$ cat src/rtl/goldschmidt_ctrl.sv
// Sequencer for the Goldschmidt iteration datapath: accepts a request, steps ITERS N/D multiplies, returns the quotient.
// Optional GOLDSCHMIDT_DIVZERO_EN adds a div_by_zero flag and a short-circuit path for a zero divisor.
module goldschmidt_ctrl #(
    parameter int unsigned WIDTH = 28,
    parameter int unsigned ITERS = 4
) (
    input  logic             clk,
    input  logic             reset,
    input  logic             in_valid,
    output logic             in_ready,
    input  logic [WIDTH-1:0] numerator_in,
    input  logic [WIDTH-1:0] denominator_in,
    output logic [WIDTH-1:0] dp_numerator,
    output logic [WIDTH-1:0] dp_denominator,
    input  logic [WIDTH-1:0] dp_quotient,
    output logic             k_select,
    output logic             stage_select,
    output logic             out_valid,
    input  logic             out_ready,
    output logic [WIDTH-1:0] quotient_out
`ifdef GOLDSCHMIDT_DIVZERO_EN
    ,
    output logic             div_by_zero
`endif
);

    localparam int unsigned IT_W    = 4;
    localparam logic [IT_W-1:0] LAST_IT = IT_W'(ITERS - 1);

    typedef enum logic [1:0] {
        IDLE  = 2'd0,
        NSTEP = 2'd1,
        DSTEP = 2'd2,
        DONE  = 2'd3
    } state_t;

    state_t          state;
    logic [IT_W-1:0] it;

    // Outputs are registered alongside the state, so each transition also loads
    // the decode of the state being entered.
    always_ff @(posedge clk) begin
        if (reset) begin
            state          <= IDLE;
            it             <= '0;
            in_ready       <= 1'b1;
            out_valid      <= 1'b0;
            quotient_out   <= '0;
            dp_numerator   <= '0;
            dp_denominator <= '0;
            k_select       <= 1'b0;
            stage_select   <= 1'b0;
`ifdef GOLDSCHMIDT_DIVZERO_EN
            div_by_zero    <= 1'b0;
`endif
        end else begin
            case (state)
                IDLE: begin
                    if (in_valid) begin
                        dp_numerator   <= numerator_in;
                        dp_denominator <= denominator_in;
                        it             <= '0;
                        in_ready       <= 1'b0;
                        k_select       <= 1'b0;
                        stage_select   <= 1'b0;
`ifdef GOLDSCHMIDT_DIVZERO_EN
                        if (denominator_in == '0) begin
                            state        <= DONE;
                            out_valid    <= 1'b1;
                            quotient_out <= '1;
                            div_by_zero  <= 1'b1;
                        end else begin
                            state        <= NSTEP;
                            div_by_zero  <= 1'b0;
                        end
`else
                        state          <= NSTEP;
`endif
                    end
                end
                NSTEP: begin
                    if (it == LAST_IT) begin
                        quotient_out <= dp_quotient;
                        state        <= DONE;
                        out_valid    <= 1'b1;
                        k_select     <= 1'b0;
                        stage_select <= 1'b0;
                    end else begin
                        state        <= DSTEP;
                        k_select     <= (it != '0);
                        stage_select <= 1'b1;
                    end
                end
                DSTEP: begin
                    // Counter only advances here and NSTEP exits at LAST_IT, so no wrap.
                    it           <= it + IT_W'(1);
                    state        <= NSTEP;
                    k_select     <= 1'b1;
                    stage_select <= 1'b0;
                end
                DONE: begin
                    if (out_ready) begin
                        state     <= IDLE;
                        out_valid <= 1'b0;
                        in_ready  <= 1'b1;
                    end
                end
                default: begin
                    state        <= IDLE;
                    in_ready     <= 1'b1;
                    out_valid    <= 1'b0;
                    k_select     <= 1'b0;
                    stage_select <= 1'b0;
                end
            endcase
        end
    end

endmodule

$ cat config.mk
export PLATFORM = sky130hd
export DESIGN_NAME = goldschmidt_ctrl
export DESIGN_NICKNAME = d
export VERILOG_FILES = /design/src/rtl/goldschmidt_ctrl.sv
export SDC_FILE = /design/constraint.sdc
export NUM_CORES = 1
export LEC_CHECK = 0
export ABC_CLOCK_PERIOD_IN_PS = 4200
export CORE_MARGIN = 1
export CORE_UTILIZATION = 43
export DETAILED_ROUTE_END_ITERATION = 10
export HOLD_SLACK_MARGIN = 0.02
export PLACE_DENSITY = 0.94
export REMOVE_ABC_BUFFERS = 1
export SLEW_MARGIN = 20
export SYNTH_ARGS = -nofsm -noshare
export SYNTH_HDL_FRONTEND = slang
export SYNTH_SLANG_ARGS = --single-unit
$ cat constraint.sdc
create_clock -name clk -period 4.2 [get_ports clk]
set_input_delay 0.84 -clock clk [delete_from_list [all_inputs] [get_ports clk]]
set_output_delay 0.84 -clock clk [all_outputs]
set_load 0.01 [all_outputs]
==> impl_metrics.toml, run 1 <==
[clock_network]
htree_num_levels = 3
cts_resized = 0
insertion_delay_ns = 0.36
clock_path_buffers = 2
cts_root_buf = "clkbuf_8"
cts_tree = "built"
ctsHoldBuffers = 0
post_cts.repair.setup_buffers = 0
clkSinkCount = 94
clkTransAtPathRegs_ns = 0.09
cts_buffers = 9

[logic_synthesis]
synth_compound_area_share_pct = 15.69
synth-simple-area-share_pct = 22.50
syn_avg_cell_area_um2 = 8.013
synth-xor-area-share_pct = 0
synth-seq-cells = 94
synth_top_family_by_area = "simple AND/OR/NAND/NOR gates"
synthesis.instances = 433
ys_warn_count = 0
synth_fa_ha_area_share_pct = 2.164
synth.area.mux_share_pct = 0.5770
yosysSeqAreaShare_pct = 54.24
syn-cell-area_um2 = 3470
synth_cell_types = 30

[timing]
hold_viol = 0
slew_viol_final = 0
tightest_slew_ns = 1.008
setup_violations = 0
tns_ns = 0
relSlewSlack_pct = 32.77
skew_ns = 0.01305
period_minus_slack_ns = 2.373
fin_crit_sh_pct = 56.51
rsz0062_at_grt = "no"
fmax_mhz = 421.3

[routing]
routed_wl_mm = 9.990
drcViolationCount = 0
post_drt_wl_per_cell_um = 14.31
vias = 3461
met1Wirelength_mm = 3.835
wl_met2_mm = 5.281
wl_met3_um = 562
drt_iter0_drc = 150
firstDrtPassIters = 4
highest_layer = "met4"
drtAntennaViolNets = 0
vias_per_cell = 4.958

[die]
coreArea_um2 = 7767
row_count = 32
initial_core_util_pct = 44.67
die_h_um = 91.83
die_area_um2 = 8432
ios = 176
die_w_um = 91.83

[worst_setup_path]
max_stage_delay_ns = 0.85
cp.required_ns = 4.48
critPathMaxFanout = 56
startpoint_type = "primary input"
r2r-start = "state[1]$_SDFFE_PP0P_"
r2r_cells = 5
path_cells = "clkdlybuf4s50_1 > and2_2 > nand2_1 > a21oi_1"
critPathCaptureType = "register"
crit_slowest_cell = "and2_2"
reg2reg_slack_ns = 2.11
critPathArrivalTime_ns = 2.65
crit_type = "primary input to register"
r2r_end = "dp_numerator[17]$_SDFFE_PP0P_"

[run_status]
outcome = "completed"

[global_route]
grt_pass1_wl_mm = 15.47
globalRouteTotalUtil_pct = 23.36
grt_max_degree = 58
antenna_found_initial = 0
overflow = 0
grt_pass1_vias = 3252

[pwr]
p_per_area_nw_per_um2 = 375.4
fin_total_pwr_uw = 2023
ir_drop_v = 0.0003291
power_leakage_uw = 0.001923

[finish]
seq_area_um2 = 1882
layout_common_cells = "174 x clkdlybuf4s50_1, 173 x nand2_1, 94 x dfxtp_1"
antenna_cells = 0
num-fill-cells = 616
area_growth_pct = 55.32
final_nets = 685
drive_above_1_share_pct = 3.691
multi_input_area_um2 = 1429
final_common_cell = "clkdlybuf4s50_1"

[placed_design]
port_buffers = 175
place_hpwl_mm = 7.012
routabilityCongestion = 0.8002

[min_path]
hold_path_class = "register to register"
hp-start = "stage_select$_SDFFE_PP0P_"
whs_endpoint = "stage_select$_SDFFE_PP0P_"
hold_path_depth = 2

[job]
drv_cap = 0
-- worst max-delay path: cells and delay by family --
kind	cells	cell delay, ns
AO/OA/AOI/OAI	1	0.19
buffers and inverters	1	0.58
AND/OR/NAND/NOR	2	1.01
-- layer usage --
metal	up-vias	track usage [%]
li1	1722	-
met1	1590	25.54
met2	128	43.36
met3	21	4.643
met4	0	10.55
met5	-	0
-- logic make-up after synthesis --
logic type,Yosys count
AO/OA/AOI/OAI,102
multiplexers,2
flip-flops,94
buffers and inverters,36
adder cells (fa/ha/maj),6
AND/OR/NAND/NOR,193
-- how the worst max path moves through the flow --
| stage | slack (ns) | from | endpoint |
|---|---|---|---|
| after floorplan | 2.07 | in_valid | dp_denominator[0]$_SDFFE_PP0P_ |
| after global placement | 1.61 | in_valid | dp_numerator[26]$_SDFFE_PP0P_ |
| after detailed placement | 1.49 | in_valid | dp_denominator[11]$_SDFFE_PP0P_ |
| after CTS | 1.86 | in_valid | dp_numerator[17]$_SDFFE_PP0P_ |
| after global routing | 1.66 | in_valid | dp_numerator[20]$_SDFFE_PP0P_ |
| final | 1.83 | in_valid | dp_numerator[17]$_SDFFE_PP0P_ |
-- sequential cells by signal, summed over array words and instances, names as in the netlist, 2 cells and up --
name            count
dp_denominator     28
dp_numerator       28
quotient_out       28
it                  4
state               2
-- metrics by stage --
step / cell area, um2 / cells / utilization, % / hold WS (ns) / setup WS [ns]
final: 5389 / 698 / 69.38 / 0.4542 / 1.827
after global routing: 5389 / 698 / 69.38 / 0.4729 / 1.663
after global placement: 5218 / 682 / 67.17 / 0.4393 / 1.608
after CTS: 5384 / 698 / 69.31 / 0.4571 / 1.856
after detailed placement: 5218 / 682 / 67.17 / 0.4454 / 1.494
after floorplan: 3324 / 403 / - / 0.4605 / 2.071
-- synth_stat cells, drive strengths merged --
cell type	n	area, um2
a211o	1	8.760
a21o	1	7.510
a21oi	92	460.4
a31oi	1	6.260
a32oi	2	17.52
and2	2	12.51
and4bb	1	12.51
buf	19	103.9
clkbuf	11	41.29
dfxtp	94	1882
ha	6	75.07
inv	6	22.52
mux2i	2	20.02
nand2	174	653.1
nand2b	2	12.51
nand3	4	20.02
nand3b	1	7.510
nand4bb	1	11.26
nor2	2	7.510
nor2b	3	18.77
o2111ai	1	8.760
o21bai	1	7.510
o221a	1	11.26
o31ai	1	7.510
o41ai	1	8.760
or2	1	6.260
or3b	1	8.760
or4b	1	10.01
-- power by group --
part           internal, uW  switching (uW)
Sequential              962            38.7
Combinational           247             244
Clock                   217             314
Total                  1430             597
-- final cells by class --
class	count	area share, %
timing repair buffer	177	32.69
clock inverter	5	0.6501
inverter	6	0.4179
clock buffer	11	2.438
sequential	94	34.92
tap	102	2.368
multi-input combinational	303	26.51
Note: power is estimated with default switching activity, not from simulation.
==> inputs of run 2 (changes only) <==
- ABC_CLOCK_PERIOD_IN_PS: 4200 -> 2200
- CORE_UTILIZATION: 43 -> 40
- PLACE_DENSITY: 0.94 -> 0.88
- clock period: 4.2 -> 2.2 ns (I/O delays scaled with it)
==> impl_metrics.toml, run 2 (synthesized netlist as in run 1, its figures left out) <==
[clock_network]
post_cts.repair.setup_buffers = 0
cts_buffers = 9
htree_num_levels = 3
cts_root_buf = "clkbuf_8"
insertion_delay_ns = 0.34
clkSinkCount = 94
cts_resized = 0
ctsHoldBuffers = 0
cts_tree = "built"
clkTransAtPathRegs_ns = 0.09
clock_path_buffers = 2

[worst_setup_path]
critPathMaxFanout = 3
critPathArrivalTime_ns = 1.27
crit_slowest_cell = "clkdlybuf4s50_1"
crit_buf_inv = 1
cp.required_ns = 1.76
worst_path_dominant_cell_family = "buffers and inverters"
startpoint_type = "register"
path_cells = "clkdlybuf4s50_1"
crit_type = "register to output port"
max_stage_delay_ns = 0.55
r2r-start = "state[0]$_SDFFE_PP0P_"
critPathCaptureType = "output port"
cp-startpoint = "in_ready$_SDFFE_PP1P_"

[global_route]
grt_pass1_wl_mm = 14.75
grt_max_degree = 52
globalRouteTotalUtil_pct = 20.84
overflow = 0
antenna_found_initial = 0
grt_pass1_vias = 3241

[timing]
fin_crit_sh_pct = 77.80
tns_ns = 0
rsz0062_at_grt = "no"
fmax_mhz = 584.3
skew_ns = 0.008697
slew_viol_final = 0
tightest_slew_ns = 0.4402
period_minus_slack_ns = 1.712
relSlewSlack_pct = 70.65
setup_violations = 0
fin_ws_ns = 0.4885
hold_viol = 0

[die]
ios = 176
row_count = 33
initial_core_util_pct = 41.81
die_w_um = 95.14
die_h_um = 95.14
coreArea_um2 = 8299
die_area_um2 = 9051

[routing]
drtAntennaViolNets = 0
wl_met2_mm = 4.976
vias = 3457
post_drt_wl_per_cell_um = 13.47
drt_iter0_drc = 103
vias_per_cell = 4.890
wl_met3_um = 558
met1Wirelength_mm = 3.716
firstDrtPassIters = 4
routed_wl_mm = 9.523
drcViolationCount = 0
highest_layer = "met4"

[min_path]
hold_path_class = "primary input to register"
hp-start = "reset"

[finish]
num-fill-cells = 669
drive_above_1_share_pct = 4.817
multi_input_area_um2 = 1424
fin_area_um2 = 5498
reg.largest.list = "dp_denominator: 28 flops, dp_numerator: 28 flops, quotient_out: 28 flops"
seq_area_um2 = 1882
area_growth_pct = 58.46
final_nets = 691
final_common_cell = "clkdlybuf4s50_1"
antenna_cells = 0
layout_common_cells = "174 x clkdlybuf4s50_1, 173 x nand2_1, 94 x dfxtp_1"

[pwr]
p_per_area_nw_per_um2 = 733.9
power_leakage_uw = 0.001981
ir_drop_v = 0.0003904

[placed_design]
routabilityCongestion = 0.8045
pre_cts_ws_ns = 0.3253
port_buffers = 175
place_hpwl_mm = 7.002
placed_area_um2 = 5291

[job]
drv_cap = 0

[run_status]
outcome = "completed"
-- run 2: final cells by class --
type,instances,area share [%]
timing repair buffer,183,33.32
clock inverter,6,1.252
clock buffer,10,2.503
multi-input combinational,303,25.90
inverter,6,0.4096
tap,105,2.390
sequential,94,34.23
-- run 2: routing by layer --
layer	up-vias	global-route usage [%]
met3	23	4.785
met4	0	9.217
met5	-	0
li1	1732	-
met2	108	37.68
met1	1594	23.08
-- run 2: where the power goes --
group	leakage [uW]	switching, uW	internal [uW]
clock	0.000103	595	563
sequential	0.000766	71.6	1840
combinational	0.00111	468	502
total	0.00198	1130	2900
-- run 2: worst paths after layout --
path | end | slack, ns | depth (start not counted)
setup reg to reg | dp_denominator[13]$_SDFFE_PP0P_ | 0.54 | 6
hold reg to reg | quotient_out[18]$_SDFFE_PP0P_ | 0.46 | 2
setup / recovery | in_ready | 0.49 | 1
hold / removal | state[0]$_SDFFE_PP0P_ | 0.35 | 2
-- run 2: through the flow --
stage	total power [uW]	cells	util (%)	hold WS [ns]
2_1_floorplan	2340	403	-	0.4605
3_3_place_gp	2883	691	63.76	0.4385
3_5_place_dp	2920	691	63.76	0.4453
4_1_cts	4079	707	66.24	0.3417
5_1_grt	4256	707	66.24	0.3430
6_report	4035	707	66.24	0.3525
